### src/rtl/divider_pkg.sv
// Shared types and constants for the sequential restoring divider.
package divider_pkg;

    // Default operand width; 4 bits covers the full product of a 2x2 multiplier.
    localparam int DIVIDER_W_DEFAULT = 4;

    // Controller states: waiting for a request, iterating, presenting the result.
    typedef enum logic [1:0] {
        ST_IDLE = 2'd0,
        ST_RUN  = 2'd1,
        ST_DONE = 2'd2
    } state_t;

endpackage : divider_pkg

### src/rtl/divider_step.sv
// One restoring-division iteration: shift the partial remainder left, bring in
// the next dividend bit, and subtract the divisor when it fits.
module divider_step
    import divider_pkg::*;
#(
    parameter int W = DIVIDER_W_DEFAULT
) (
    input  logic [W:0]   prem_i,     // partial remainder before this step
    input  logic [W-1:0] divisor_i,  // captured divisor
    input  logic         bit_i,      // next dividend bit, MSB first
    output logic [W:0]   prem_o,     // partial remainder after this step
    output logic         qbit_o      // quotient bit produced by this step
);

    // One guard bit above the W+1-bit remainder keeps the shift lossless even
    // if the incoming remainder were ever at its maximum.
    logic [W+1:0] shifted;
    logic [W+1:0] divisor_ext;

    // Trial subtraction; restore (keep the shifted value) when the divisor does not fit.
    // NOTE: every output gets a value on every path so no latch is inferred.
    always_comb begin
        shifted     = {prem_i, bit_i};
        divisor_ext = {2'b00, divisor_i};
        qbit_o      = (shifted >= divisor_ext);
        if (qbit_o) begin
            prem_o = (W+1)'(shifted - divisor_ext);
        end else begin
            prem_o = (W+1)'(shifted);
        end
    end

endmodule : divider_step

### src/rtl/divider_seq.sv
// Sequential unsigned divider: one quotient bit per clock, MSB first, using
// restoring division. A zero divisor short-circuits straight to the result.
module divider_seq
    import divider_pkg::*;
#(
    parameter int W = DIVIDER_W_DEFAULT
) (
    input  logic         clk,
    input  logic         rst,
    input  logic         start,
    input  logic [W-1:0] dividend,
    input  logic [W-1:0] divisor,
    output logic         busy,
    output logic         done,
    output logic [W-1:0] quotient,
    output logic [W-1:0] remainder,
    output logic         div_by_zero
);

    // Iteration counter counts W-1 down to 0, so it only needs to hold W-1.
    localparam int CNT_W = (W > 1) ? $clog2(W) : 1;

    state_t           state_q, state_d;
    logic [CNT_W-1:0] cnt_q,   cnt_d;
    // Partial remainder, one bit wider than the operands.
    logic [W:0]       prem_q,  prem_d;
    // Dividend bits leave at the MSB while quotient bits enter at the LSB, so
    // after W steps this register holds the finished quotient.
    logic [W-1:0]     dvd_q,   dvd_d;
    logic [W-1:0]     dvs_q,   dvs_d;
    // Result registers: only written when a division completes, so they hold
    // their values through IDLE and the next operation's RUN phase.
    logic [W-1:0]     quot_q,  quot_d;
    logic [W-1:0]     rem_q,   rem_d;
    logic             dbz_q,   dbz_d;

    logic [W:0]       step_prem;
    logic             step_qbit;

    divider_step #(
        .W (W)
    ) u_step (
        .prem_i    (prem_q),
        .divisor_i (dvs_q),
        .bit_i     (dvd_q[W-1]),
        .prem_o    (step_prem),
        .qbit_o    (step_qbit)
    );

    // Next-state, datapath update and status outputs for the IDLE/RUN/DONE controller.
    always_comb begin
        state_d = state_q;
        cnt_d   = cnt_q;
        prem_d  = prem_q;
        dvd_d   = dvd_q;
        dvs_d   = dvs_q;
        quot_d  = quot_q;
        rem_d   = rem_q;
        dbz_d   = dbz_q;
        busy    = 1'b0;
        done    = 1'b0;

        unique case (state_q)
            ST_IDLE: begin
                if (start) begin
                    dvd_d  = dividend;
                    dvs_d  = divisor;
                    prem_d = '0;
                    dbz_d  = 1'b0;
                    if (divisor == '0) begin
                        // Divide by zero: answer is known immediately.
                        quot_d  = '1;
                        rem_d   = dividend;
                        dbz_d   = 1'b1;
                        state_d = ST_DONE;
                    end else begin
                        cnt_d   = CNT_W'(W - 1);
                        state_d = ST_RUN;
                    end
                end
            end

            ST_RUN: begin
                busy   = 1'b1;
                prem_d = step_prem;
                dvd_d  = {dvd_q[W-2:0], step_qbit};
                if (cnt_q == '0) begin
                    // Last iteration: publish the result as it is formed.
                    quot_d  = {dvd_q[W-2:0], step_qbit};
                    rem_d   = step_prem[W-1:0];
                    state_d = ST_DONE;
                end else begin
                    cnt_d = cnt_q - 1'b1;
                end
            end

            ST_DONE: begin
                busy    = 1'b1;
                done    = 1'b1;
                state_d = ST_IDLE;
            end

            default: begin
                state_d = ST_IDLE;
            end
        endcase
    end

    // State and datapath registers with asynchronous active-high reset.
    // NOTE: the datapath registers are reset as well as the FSM because their
    // reset value of zero is visible on the outputs.
    always_ff @(posedge clk or posedge rst) begin
        if (rst) begin
            state_q <= ST_IDLE;
            cnt_q   <= '0;
            prem_q  <= '0;
            dvd_q   <= '0;
            dvs_q   <= '0;
            quot_q  <= '0;
            rem_q   <= '0;
            dbz_q   <= 1'b0;
        end else begin
            // NOTE: non-blocking assignments so every flop samples pre-edge values.
            state_q <= state_d;
            cnt_q   <= cnt_d;
            prem_q  <= prem_d;
            dvd_q   <= dvd_d;
            dvs_q   <= dvs_d;
            quot_q  <= quot_d;
            rem_q   <= rem_d;
            dbz_q   <= dbz_d;
        end
    end

    assign quotient    = quot_q;
    assign remainder   = rem_q;
    assign div_by_zero = dbz_q;

endmodule : divider_seq

### config.mk
export PLATFORM = sky130hd
export DESIGN_NAME = divider_seq
export DESIGN_NICKNAME = d
export VERILOG_FILES = /design/src/rtl/divider_pkg.sv /design/src/rtl/divider_step.sv /design/src/rtl/divider_seq.sv
export SDC_FILE = /design/constraint.sdc
export NUM_CORES = 1
export LEC_CHECK = 0
export ABC_AREA = 1
export BUFFER_PORTS_ARGS = -buffer_cell sky130_fd_sc_hd__buf_4
export CORE_MARGIN = 1
export CORE_UTILIZATION = 60
export CTS_CLUSTER_DIAMETER = 40
export DETAILED_ROUTE_END_ITERATION = 10
export MAX_ROUTING_LAYER = met4
export PLACE_DENSITY = 0.83
export RECOVER_POWER = 25
export SYNTH_ARGS = -nofsm -noshare
export SYNTH_HDL_FRONTEND = slang
export SYNTH_SLANG_ARGS = --single-unit
### constraint.sdc
create_clock -name clk -period 5.24 [get_ports clk]
set_input_delay 0.786 -clock clk [delete_from_list [all_inputs] [get_ports clk]]
set_output_delay 0.786 -clock clk [all_outputs]
set_load 0.005 [all_outputs]
After elaboration in Yosys (flattened, before gate mapping)
Index checks and enable logic that the tools add are counted.
Widths: inputs -> output; s select.
Storage, ports and cells
  bits in registers: 26
  bits of input ports: 11
  output and inout port bits: 11
  word-level logic and storage cells: 52
Cells by class
  $add $sub $neg: 2
  order comparisons: 1
  equal/unequal tests: 7
  mux-type cells: 24
  reduce and logical (&&, ||, !) cells: 10
Operators with widths (number)
  $mux 4: 7
  $pmux 4 s2: 3
  $mux 2: 6
  $mux 5: 2
  $ne 2x2->1 const B: 5
  $pmux 5 s2: 1
  $pmux 2 s2: 2
  $reduce_and 4->1: 2
  $ge 6x4->1: 1
  $reduce_and 2->1: 3
  $sub 5x4->5: 1
  $logic_not 2->1: 2
  $logic_not 4->1: 1
  $mux 1: 3
  $eq 2x1->1 const B: 1
  $eq 2x2->1 const B: 1
  $reduce_bool 2->1: 1
  $reduce_or 2->1: 1
  $sub 2x1->2 const B: 1

Depth between registers and ports, before layout
Gate-level depths: netlist of run 1.
  depth after elaboration: 4
  depth in mapped cells: 12
  gate-level depth less buffers: 12

By module
Synthesis of run 1 repeated with hierarchy kept, for this count alone.
Second synthesis, totals
  cells, all modules: 199
  area total of the unflattened synthesis: 1564.0 um^2
Modules (own cells, without submodules)
  divider_seq: instances 1, cells an instance 154, area an instance 1278.7 um^2, seq. area each 650.6 um^2
  divider_step: instances 1, cells an instance 45, area an instance 285.3 um^2, seq. area each 0.0 um^2

Worst setup path after synthesis of run 1
OpenSTA, ideal clock, no wires.
  kind: reg2reg
  start point: register dvd_q[3]
  end point: register rem_q[3] (netlist: remainder[3])
  setup time: 0.113 ns
  data arrival time: 1.604 ns
  required time: 5.127 ns
  path slack: 3.524 ns
  cell stages (with the launch flop): 13
  buffers on the path: 0
  clock period less this slack: 1.716 ns
  cells stage by stage: dfrtp_1 > inv_1 > ha_1 > inv_1 > fa_1 > inv_1 > nor2_4 > nor2_4 > nand2_4 > nand3_2 > nand3_1 > nand2_1 > inv_1
Between the ends
  longest elaborated chain between the ends: 4
  elaborated cells on any way between the ends: 5
  classes of those cells: add/sub: 1; order compare: 1; mux: 3
RTL lines
  from (decl): RTL line divider_seq.sv:29  | logic [W-1:0] dvd_q, dvd_d;
  from (signal assigned): RTL line divider_seq.sv:127  | dvd_q <= dvd_d;
  $sub 5x4->5 or $ge 6x4->1 (tied branches): RTL line divider_step.sv:27, divider_step.sv:25
  $mux 5 (*): RTL line divider_step.sv:26  | if (qbit_o) begin
  $mux 4 (*): RTL line divider_seq.sv:87  | if (cnt_q == '0) begin
  $pmux 4 s2 (*): RTL line divider_seq.sv:63  | unique case (state_q)
  to (signal assigned): RTL line divider_seq.sv:130  | rem_q <= rem_d;
  to (decl): RTL line divider_seq.sv:34  | logic [W-1:0] rem_q, rem_d;
Mark *: on every way between the ends. The rest lies on a longest branch, timed or not. The select of a mux whose other input is x is not followed.
A chain may end at the register's enable or synchronous reset.

Final worst setup path of run 1
  start point: register state_q[1]
  end point: register cnt_q[0]
Between the ends
  longest elaborated chain between the ends: 3
  elaborated cells on any way between the ends: 8
  classes of those cells: eq/ne: 4; mux: 1; reduce/logical: 3
RTL lines
  from (decl): RTL line divider_seq.sv:23  | state_t state_q, state_d;
  from (signal assigned): RTL line divider_seq.sv:124  | state_q <= state_d;
  $eq 2x1->1 or $logic_not 2->1 (tied branches): RTL line divider_seq.sv:63
  $ne 2x2->1 (no source line) or $reduce_bool 2->1 (tied branches)
  $reduce_and 4->1 (no source line)
  to (signal assigned): RTL line divider_seq.sv:125  | cnt_q <= cnt_d;
  to (decl): RTL line divider_seq.sv:24  | logic [CNT_W-1:0] cnt_q, cnt_d;
Parallel ways exist; a longest one is shown, timed or not.

==> impl_metrics.yaml, run 1 <==
place:
  gp_congestion: 0.9225
  placed_cell_area_um2: 1735
  hpwlAfterDp_mm: 2.441
  port_buffers: 21
  pre_cts_slack_ns: 3.144
grt:
  antenna_found_initial: 0
  gr-usage-all-layers_pct: 25.65
  gr-total-overflow: 0
  grt_max_degree: 27
  first_global_vias: 1228
  grt_pass1_wl_mm: 5.133
worst_setup_path:
  worstSetupPathType: "flop to flop"
  cp_top_family: "adder cells"
  worstSetupStartpointType: "flop"
  crit_slowest_cell: "ha_1"
  reg2reg_to: "cnt_q[0]"
  path_depth: 8
  worstPathCellList: "inv_1 > ha_1 > nand2_1 > nand2_1 > o211ai_1 > inv_1 > o21ai_0 > o21ai_0"
  startpoint: "state_q[1]"
  timing.rr.start: "state_q[1]"
  crit_path_end_kind: "flop"
  critPathCapture: "cnt_q[0]"
  slowest_delay_ns: 0.58
  arrival_ns: 2.41
  critPathRequiredTime_ns: 5.50
  cp_max_fo: 17
  timing.critical_path.buf_inv: 2
  reg2reg_depth: 8
  r2r_setup_slack_ns: 3.08
clock_tree:
  cts_buffers: 3
  htree_num_levels: 1
  cts_buffer_depth: 2
  clk_pin_slew_worst_paths_ns: 0.15
  cts_tree: "built"
  cts.repair.resized: 0
  clock_sinks: 26
  post_cts_buffers: 0
  hold_buffers: 0
  root_buffer: "clkbuf_4"
  clock_latency_ns: 0.33
floorplan:
  start_util_pct: 63.48
  die_x_um: 53.20
  die_y_um: 53.20
  ioPinCount: 22
  die_area_um2: 2830
  core_area_um2: 2477
  rows: 18
synthesis:
  yosysTopAreaCell: "dfrtp_1"
  synth_area_um2: 1573
  synth_top_area_share_pct: 41.37
  synth_fp_nets: 224
  ys_seq_elements: 26
  ys_warn_count: 0
  synthArstFlopShare_pct: 100.0
  synth_cell_types: 24
  synth.avg_cell_area_um2: 7.710
  yosys-top-cells-count: "nand2_1, inv_1, dfrtp_1, o21ai_0, nor2_1"
  synth.most_common_cell: "nand2_1"
  synth-edff-count: 0
  ys.flop_type: "dfrtp_1"
  synthCells: 204
  synthTopCellsByArea: "dfrtp_1, nand2_1, inv_1"
  ys_seq_area_share_pct: 41.37
routing:
  wl_mm: 3.185
  vias: 1340
  drt_iter0_markers: 35
  final_antenna_net_count: 0
  drtPass1Iterations: 4
  drc: 0
  drt-vias-per-instance: 5.296
  wl_per_cell_um: 12.59
status:
  status: "completed"
sta:
  worst_slew_pin_slew_ns: 0.9910
  slew_viol_final: 0
  setup_tns_ns: 0
  rsz0062_at_grt: "false"
  layout_setup_ws_ns: 3.082
  setup_viol: 0
  finalHoldViolations: 0
  fin_crit_sh_pct: 41.18
  fin_skew_ns: 0.009290
  max_slew_margin_pct: 33.86
  fmax_ghz: 0.4635
  finalCriticalPeriod_ns: 2.158
power:
  p_leak_nw: 0.9802
  powerDensity_nw_per_um2: 667.5
  power_mw: 1.173
  vdd_drop_max_v: 0.0004113
min_path:
  min_path_type: "flop to flop"
  hp-start: "quotient[0]"
layout:
  layout-drive-gt1-share_pct: 17.49
  syn_to_final_growth_pct: 11.77
  postLayoutCellArea_um2: 1758
  nets: 245
  antenna_cells: 0
job:
  drv_cap: 0
[per-layer routing]
layer	vias up	global-route usage (%)	wire length (um)
met5	-	-	0
met4	0	7.895	34
met3	4	3.736	82
met2	26	43.75	1582
met1	637	31.09	1486
li1	673	-	-
[through the flow]
step / util [%] / hold slack, ns / std cells
6_report: 70.96 / 0.5048 / 253
4_1_cts: 70.96 / 0.5106 / 253
3_3_place_gp: 70.05 / 0.4585 / 250
2_1_floorplan: - / 0.4414 / 204
5_1_grt: 70.96 / 0.5410 / 253
3_5_place_dp: 70.05 / 0.4768 / 250
[where the power goes]
part / internal, mW / total (mW) / switching (mW)
registers: 0.293 / 0.345 / 0.0514
clock network: 0.0270 / 0.0874 / 0.0604
logic: 0.271 / 0.741 / 0.470
total: 0.592 / 1.17 / 0.582
[flip-flops by register name, indices dropped and copies added, names as in the netlist]
signal and cells:
state_q 2, remainder 4, cnt_q 2, quotient 4, div_by_zero 1, dvs_q 4
prem_q 5, dvd_q 4
[kinds of logic (layout without fill, tap and decap cells)]
kind of cell	after synthesis	after routing	share of synthesized area (%)
flops	26	26	41.37
compound gates	23	23	7.956
fa+ha+maj	9	9	7.638
simple gates	103	103	31.58
buf+inv	42	61	10.90
xor+xnor	1	1	0.5570
[worst min-delay path by stage]
| stage | to | cells after the start |
|---|---|---|
| global placement | prem_q[4] | 2 |
| detailed placement | quotient[0] | 2 |
| floorplan | prem_q[4] | 2 |
| CTS | quotient[0] | 2 |
| finish | quotient[0] | 2 |
| global route | dvs_q[0] | 2 |
[worst min-delay path, cell delays in order (launching register included)]
cell and delay (ns):
dfrtp_1 0.37, nand2_1 0.05, nand2_1 0.06
[cell type report]
| type | instances | area [um2] |
|---|---|---|
| repair buffers | 21 | 157.7 |
| clock buffers | 3 | 22.52 |
| multi-input cells | 136 | 750.7 |
| inverters | 37 | 138.9 |
| well taps | 30 | 37.54 |
| fillers | 209 | 719.4 |
| flip-flops and latches | 26 | 650.6 |
[placed cells by master (no fill, tap or decap)]
cell type  netlist  routed
nand2_1         59      59
inv_1           37      37
dfrtp_1         26      26
buf_4            3      20
o21ai_0         14      14
nor2_1          13      13
nand3_1          9       9
ha_1             8       8
nand3_2          5       5
nor2_4           4       4
or2_1            4       4
nand4_1          4       4
clkbuf_4         0       4
a31oi_1          3       3
nand2_2          2       2
o21ai_1          2       2
a21oi_1          2       2
nand2_4          1       1
nor2_2           1       1
o211ai_1         1       1
a21oi_2          1       1
xor2_1           1       1
or2_2            1       1
fa_1             1       1
Power figures use the tool's default switching activity.
==> run 2, diff against run 1 <==
ABC_AREA = 0   (was 1)
CORE_UTILIZATION = 56   (was 60)
PLACE_DENSITY = 0.78   (was 0.83)
clock period = 2.2 ns   (was 5.24 ns; I/O delays follow)
==> impl_metrics.yaml, run 2 <==
worst_setup_path:
  slowest_delay_ns: 0.43
  critPathRequiredTime_ns: 2.41
  crit_top_cell: "inv_1"
  worstSetupStartpointType: "flop"
  cp_max_fo: 5
  worstPathCellList: "inv_1 > ha_1 > inv_1 > fa_1 > nand3_1 > and2_4 > nand2_2 > o211ai_1 > a31oi_1"
  arrival_ns: 2.19
  worstSetupPathType: "flop to flop"
  crit_slowest_cell: "dfrtp_1"
  crit_path_end_kind: "flop"
clock_tree:
  root_buffer: "clkbuf_4"
  cts_buffer_depth: 2
  htree_num_levels: 1
  cts_buffers: 3
  hold_buffers: 0
  clk_pin_slew_worst_paths_ns: 0.15
  clock_sinks: 26
  cts_tree: "built"
  clock_latency_ns: 0.34
place:
  pre_cts_slack_ns: 0.1535
  dp.cells: 211
  port_buffers: 21
  gp_congestion: 0.8317
  hpwlAfterDp_mm: 2.320
power:
  vdd_drop_max_v: 0.0009479
  p_leak_nw: 0.8074
  powerDensity_nw_per_um2: 1588
routing:
  drt-vias-per-instance: 5.842
  wl_per_cell_um: 14.96
  wl_mm: 3.216
  drc: 0
  drt_iter0_markers: 26
  final_antenna_net_count: 0
  vias: 1256
  drtPass1Iterations: 4
synthesis:
  yosys-top-cells-count: "dfrtp_1, nand2_1, inv_1, nor2_1, o21ai_0"
  synth_top_area_share_pct: 42.83
  yosysTopAreaCell: "dfrtp_1"
  synth.most_common_cell: "dfrtp_1"
  ys_warn_count: 0
  synth-edff-count: 0
  synthTopCellsByArea: "dfrtp_1, ha_1, nand2_1"
  ys_seq_area_share_pct: 42.83
  ys.flop_type: "dfrtp_1"
  synth_cell_types: 40
  synth_area_um2: 1519
  synth.avg_cell_area_um2: 9.435
  ys_seq_elements: 26
  synthCells: 161
  synth_fp_nets: 181
  synthArstFlopShare_pct: 100.0
floorplan:
  die_y_um: 54.08
  core_area_um2: 2522
  ioPinCount: 22
  start_util_pct: 60.22
  die_area_um2: 2925
  die_x_um: 54.08
  rows: 18
layout:
  nets: 206
  final_cell_count_no_fill: 215
  layout-drive-gt1-share_pct: 22.16
  syn_to_final_growth_pct: 15.16
  mostFrequentLayoutCell: "dfrtp_1"
  largest_register_ffs: 5
  utilization_pct: 69.35
  top_register: "prem_q"
  mostFrequentLayoutCells: "dfrtp_1, buf_4, nand2_1"
  antenna_cells: 0
sta:
  setup_tns_ns: 0
  fin_skew_ns: 0.005796
  rsz0062_at_grt: "false"
  setup_viol: 0
  finalHoldViolations: 0
  layout_setup_ws_ns: 0.2229
  fmax_ghz: 0.5058
  slew_viol_final: 0
  hold_slack_ns: 0.2420
  worst_slew_pin_slew_ns: 1.425
  max_slew_margin_pct: 4.989
  finalCriticalPeriod_ns: 1.977
  fin_crit_sh_pct: 89.87
grt:
  antenna_found_initial: 0
  gr-total-overflow: 0
  grt_pass1_wl_mm: 5.382
  first_global_vias: 1224
  gr-usage-all-layers_pct: 26.87
  grt_max_degree: 27
min_path:
  min_path_type: "input pin to flop"
status:
  status: "completed"
job:
  drv_cap: 0
==> run 2: stage by stage <==
stage	power [mW]	instance area, um2
2_1_floorplan	2.005	1519
3_3_place_gp	2.310	1695
3_5_place_dp	2.393	1695
4_1_cts	2.750	1748
5_1_grt	3.009	1749
6_report	2.778	1749
==> run 2: cells by family (layout without fill, tap and decap cells) <==
logic type               count (synthesis)  in the layout  share of synthesized area [%]
AND/OR/NAND/NOR                         48             48                          16.06
flip-flops                              26             26                          42.83
multiplexers                             7              7                          4.942
adder cells (fa/ha/maj)                  9              9                          7.908
AO/OA/AOI/OAI                           48             48                          19.93
buffers and inverters                   21             45                          7.166
XOR/XNOR                                 2              2                          1.153
==> run 2: metal layers <==
| layer | GRT usage [%] | vias up | wire length (um) |
|---|---|---|---|
| li1 | - | 614 | - |
| met1 | 32.22 | 597 | 1389 |
| met2 | 44.44 | 41 | 1649 |
| met3 | 4.520 | 4 | 140 |
| met4 | 11.11 | 0 | 38 |
| met5 | - | - | 0 |
==> run 2: path summary, 6_finish.rpt <==
check | from | endpoint | slack (ns) | cells past startpoint
worst max-delay path | dvd_q[3] | remainder[2] | 0.22 | 9
worst min-delay path | divisor[0] | dvs_q[0] | 0.24 | 2
worst max register to register | dvd_q[3] | remainder[2] | 0.22 | 9
worst min register to register | div_by_zero | div_by_zero | 0.50 | 2
max in group asynchronous | rst | dvs_q[1] | 0.92 | 3
min in group asynchronous | rst | cnt_q[0] | 0.45 | 3
==> run 2: repair_timing <==
action / 4_1_cts / 5_1_grt
setup endpoints to repair: 0 / 4
setup buffers: 0 / 0
gates resized for setup: 0 / 3
==> run 2: final cells by class <==
type	count	area, um2
Fill cell	208	773.2
Multi-Input combinational cell	114	764.5
Sequential cell	26	650.6
Timing Repair Buffer	25	183.9
Inverter	16	60.06
Tap cell	30	37.54
Clock inverter	1	30.03
Clock buffer	3	22.52
==> run 2: worst max-delay path: cells and delay by family, from the launching register on <==
family,cells,cell delay (ns)
fa+ha+maj,2,0.57
flops,1,0.43
simple gates,3,0.39
compound gates,2,0.35
buf+inv,2,0.12
==> run 2: report_power, final <==
part	switching (mW)	internal (mW)	leakage, nW	total, mW
Sequential	0.153	0.679	0.301	0.832
Combinational	0.906	0.701	0.478	1.61
Clock	0.154	0.185	0.0279	0.339
==> run 3, diff against run 2 <==
BUFFER_PORTS_ARGS = not set   (was -buffer_cell sky130_fd_sc_hd__buf_4)
CORE_UTILIZATION = 60   (was 56)
DONT_BUFFER_PORTS = 1   (was not set)
PLACE_DENSITY = 0.76   (was 0.78)
==> impl_metrics.yaml, run 3 (synthesized netlist as in run 2, its figures left out) <==
status:
  status: "completed"
clock_tree:
  clk_pin_slew_worst_paths_ns: 0.14
  cts_buffer_depth: 2
  htree_num_levels: 1
  clock_sinks: 26
  post_cts_buffers: 0
  root_buffer: "clkbuf_4"
  clock_latency_ns: 0.32
  cts_buffers: 3
  cts_tree: "built"
place:
  gp_congestion: 0.8238
  port_buffers: 0
  hpwlAfterDp_mm: 2.278
  pre_cts_slack_ns: 0.1884
  dp.cells: 189
worst_setup_path:
  crit_path_end_kind: "flop"
  cp_max_fo: 6
  arrival_ns: 2.22
  worstSetupPathType: "flop to flop"
  worstSetupStartpointType: "flop"
  critPathRequiredTime_ns: 2.41
  reg2reg_depth: 9
routing:
  drc: 0
  wl_per_cell_um: 15.46
  vias: 1176
  drt_iter0_markers: 31
  wl_mm: 2.999
  drt-vias-per-instance: 6.062
  drtPass1Iterations: 4
  final_antenna_net_count: 0
power:
  clock_power_share_pct: 12.4
  p_leak_nw: 0.7158
  powerDensity_nw_per_um2: 1634
  switchingPower_mw: 1.160
  internal-power_mw: 1.459
  power_mw: 2.619
  vdd_drop_max_v: 0.001027
  combPwrFrac_pct: 55.5
  power_frac_seq_pct: 32.1
  switching_share_pct: 44.28
sta:
  fin_crit_sh_pct: 91.33
  slew_viol_final: 0
  max_slew_margin_pct: 7.840
  setup_viol: 0
  finalCriticalPeriod_ns: 2.009
  setup_tns_ns: 0
  finalHoldViolations: 0
  fmax_ghz: 0.4977
  fin_skew_ns: 0.009130
  rsz0062_at_grt: "false"
  hold_slack_ns: 0.1545
  worst_slew_pin_slew_ns: 1.382
  layout_setup_ws_ns: 0.1907
floorplan:
  start_util_pct: 66.12
  core_area_um2: 2297
  rows: 17
  die_area_um2: 2737
  ioPinCount: 22
  die_x_um: 52.32
  die_y_um: 52.32
layout:
  top_register: "prem_q"
  final_cell_count_no_fill: 194
  antenna_cells: 0
  nets: 187
  layout-drive-gt1-share_pct: 12.05
  syn_to_final_growth_pct: 5.519
  mostFrequentLayoutCells: "dfrtp_1, nand2_1, inv_1"
  mostFrequentLayoutCell: "dfrtp_1"
  largest_register_ffs: 5
grt:
  gr-total-overflow: 0
  gr-usage-all-layers_pct: 26.47
  antenna_found_initial: 0
  grt_max_degree: 27
  grt_pass1_wl_mm: 5.112
  first_global_vias: 1129
min_path:
  worstHoldPathCells: 1
  min_path_type: "input pin to flop"
job:
  drv_cap: 0
[run 3: cell types whose count changed in the layout (fill, tap and decap cells not counted)]
| cell | change |
|---|---|
| and2_2 | +1 |
| and2_4 | -1 |
| nand2_2 | -1 |
| nand2_1 | +1 |
| clkbuf_4 | -1 |
| buf_4 | -19 |
| dlygate4sd3_1 | +1 |
[run 3: critical path, cell delays in order, from the launching register on]
cell and delay, ns:
dfrtp_1 0.43, inv_1 0.07, ha_1 0.14, inv_1 0.05, fa_1 0.40, nand3_1 0.13, nand2_1 0.17, o21ai_0 0.25
a21o_1 0.18, o21ai_0 0.08
[run 3: power groups by stage]
stage | clock network [mW] | logic (mW) | registers [mW]
detailed placement | 0 | 1.43 | 0.856
global route | 0.351 | 1.63 | 0.868
CTS | 0.332 | 1.44 | 0.842
floorplan | 0 | 1.19 | 0.810
global placement | 0 | 1.37 | 0.848
finish | 0.326 | 1.45 | 0.840
[run 3: through the flow]
step / util, % / area (um2)
after CTS: 69.88 / 1605
after global placement: 67.16 / 1543
after floorplan: - / 1519
after detailed placement: 67.16 / 1543
after global routing: 69.77 / 1603
final: 69.77 / 1603
[run 3: final cells by class]
type / count / area [um2]
well taps: 28 / 35.03
fillers: 178 / 694.4
clock inverters: 1 / 30.03
flip-flops and latches: 26 / 650.6
repair buffers: 6 / 43.79
clock buffers: 3 / 22.52
inverters: 16 / 60.06
multi-input cells: 114 / 760.7
[run 3: worst paths after layout]
path / start / end / slack [ns]
worst min register to register: dvs_q[1] / dvs_q[1] / 0.52
worst max-delay path: dvd_q[3] / prem_q[1] / 0.19
max in group asynchronous: rst / prem_q[2] / 0.48
worst max register to register: dvd_q[3] / prem_q[1] / 0.19
min in group asynchronous: rst / remainder[1] / 0.90
worst min-delay path: divisor[2] / dvs_q[2] / 0.15
[run 3: what timing repair did]
action | 4_1_cts | 5_1_grt
endpoints found under the setup margin | 0 | 4
hold endpoints to repair | 26 | 0
gates resized for setup | 0 | 1
hold buffers | 1 | 0
[run 3: metal layers]
layer  track usage (%)  vias up  wire length, um
met4             7.456        0                9
li1                  -      576                -
met3             4.348        2               96
met1             33.15      572             1315
met5                 -        -                0
met2             44.09       26             1577
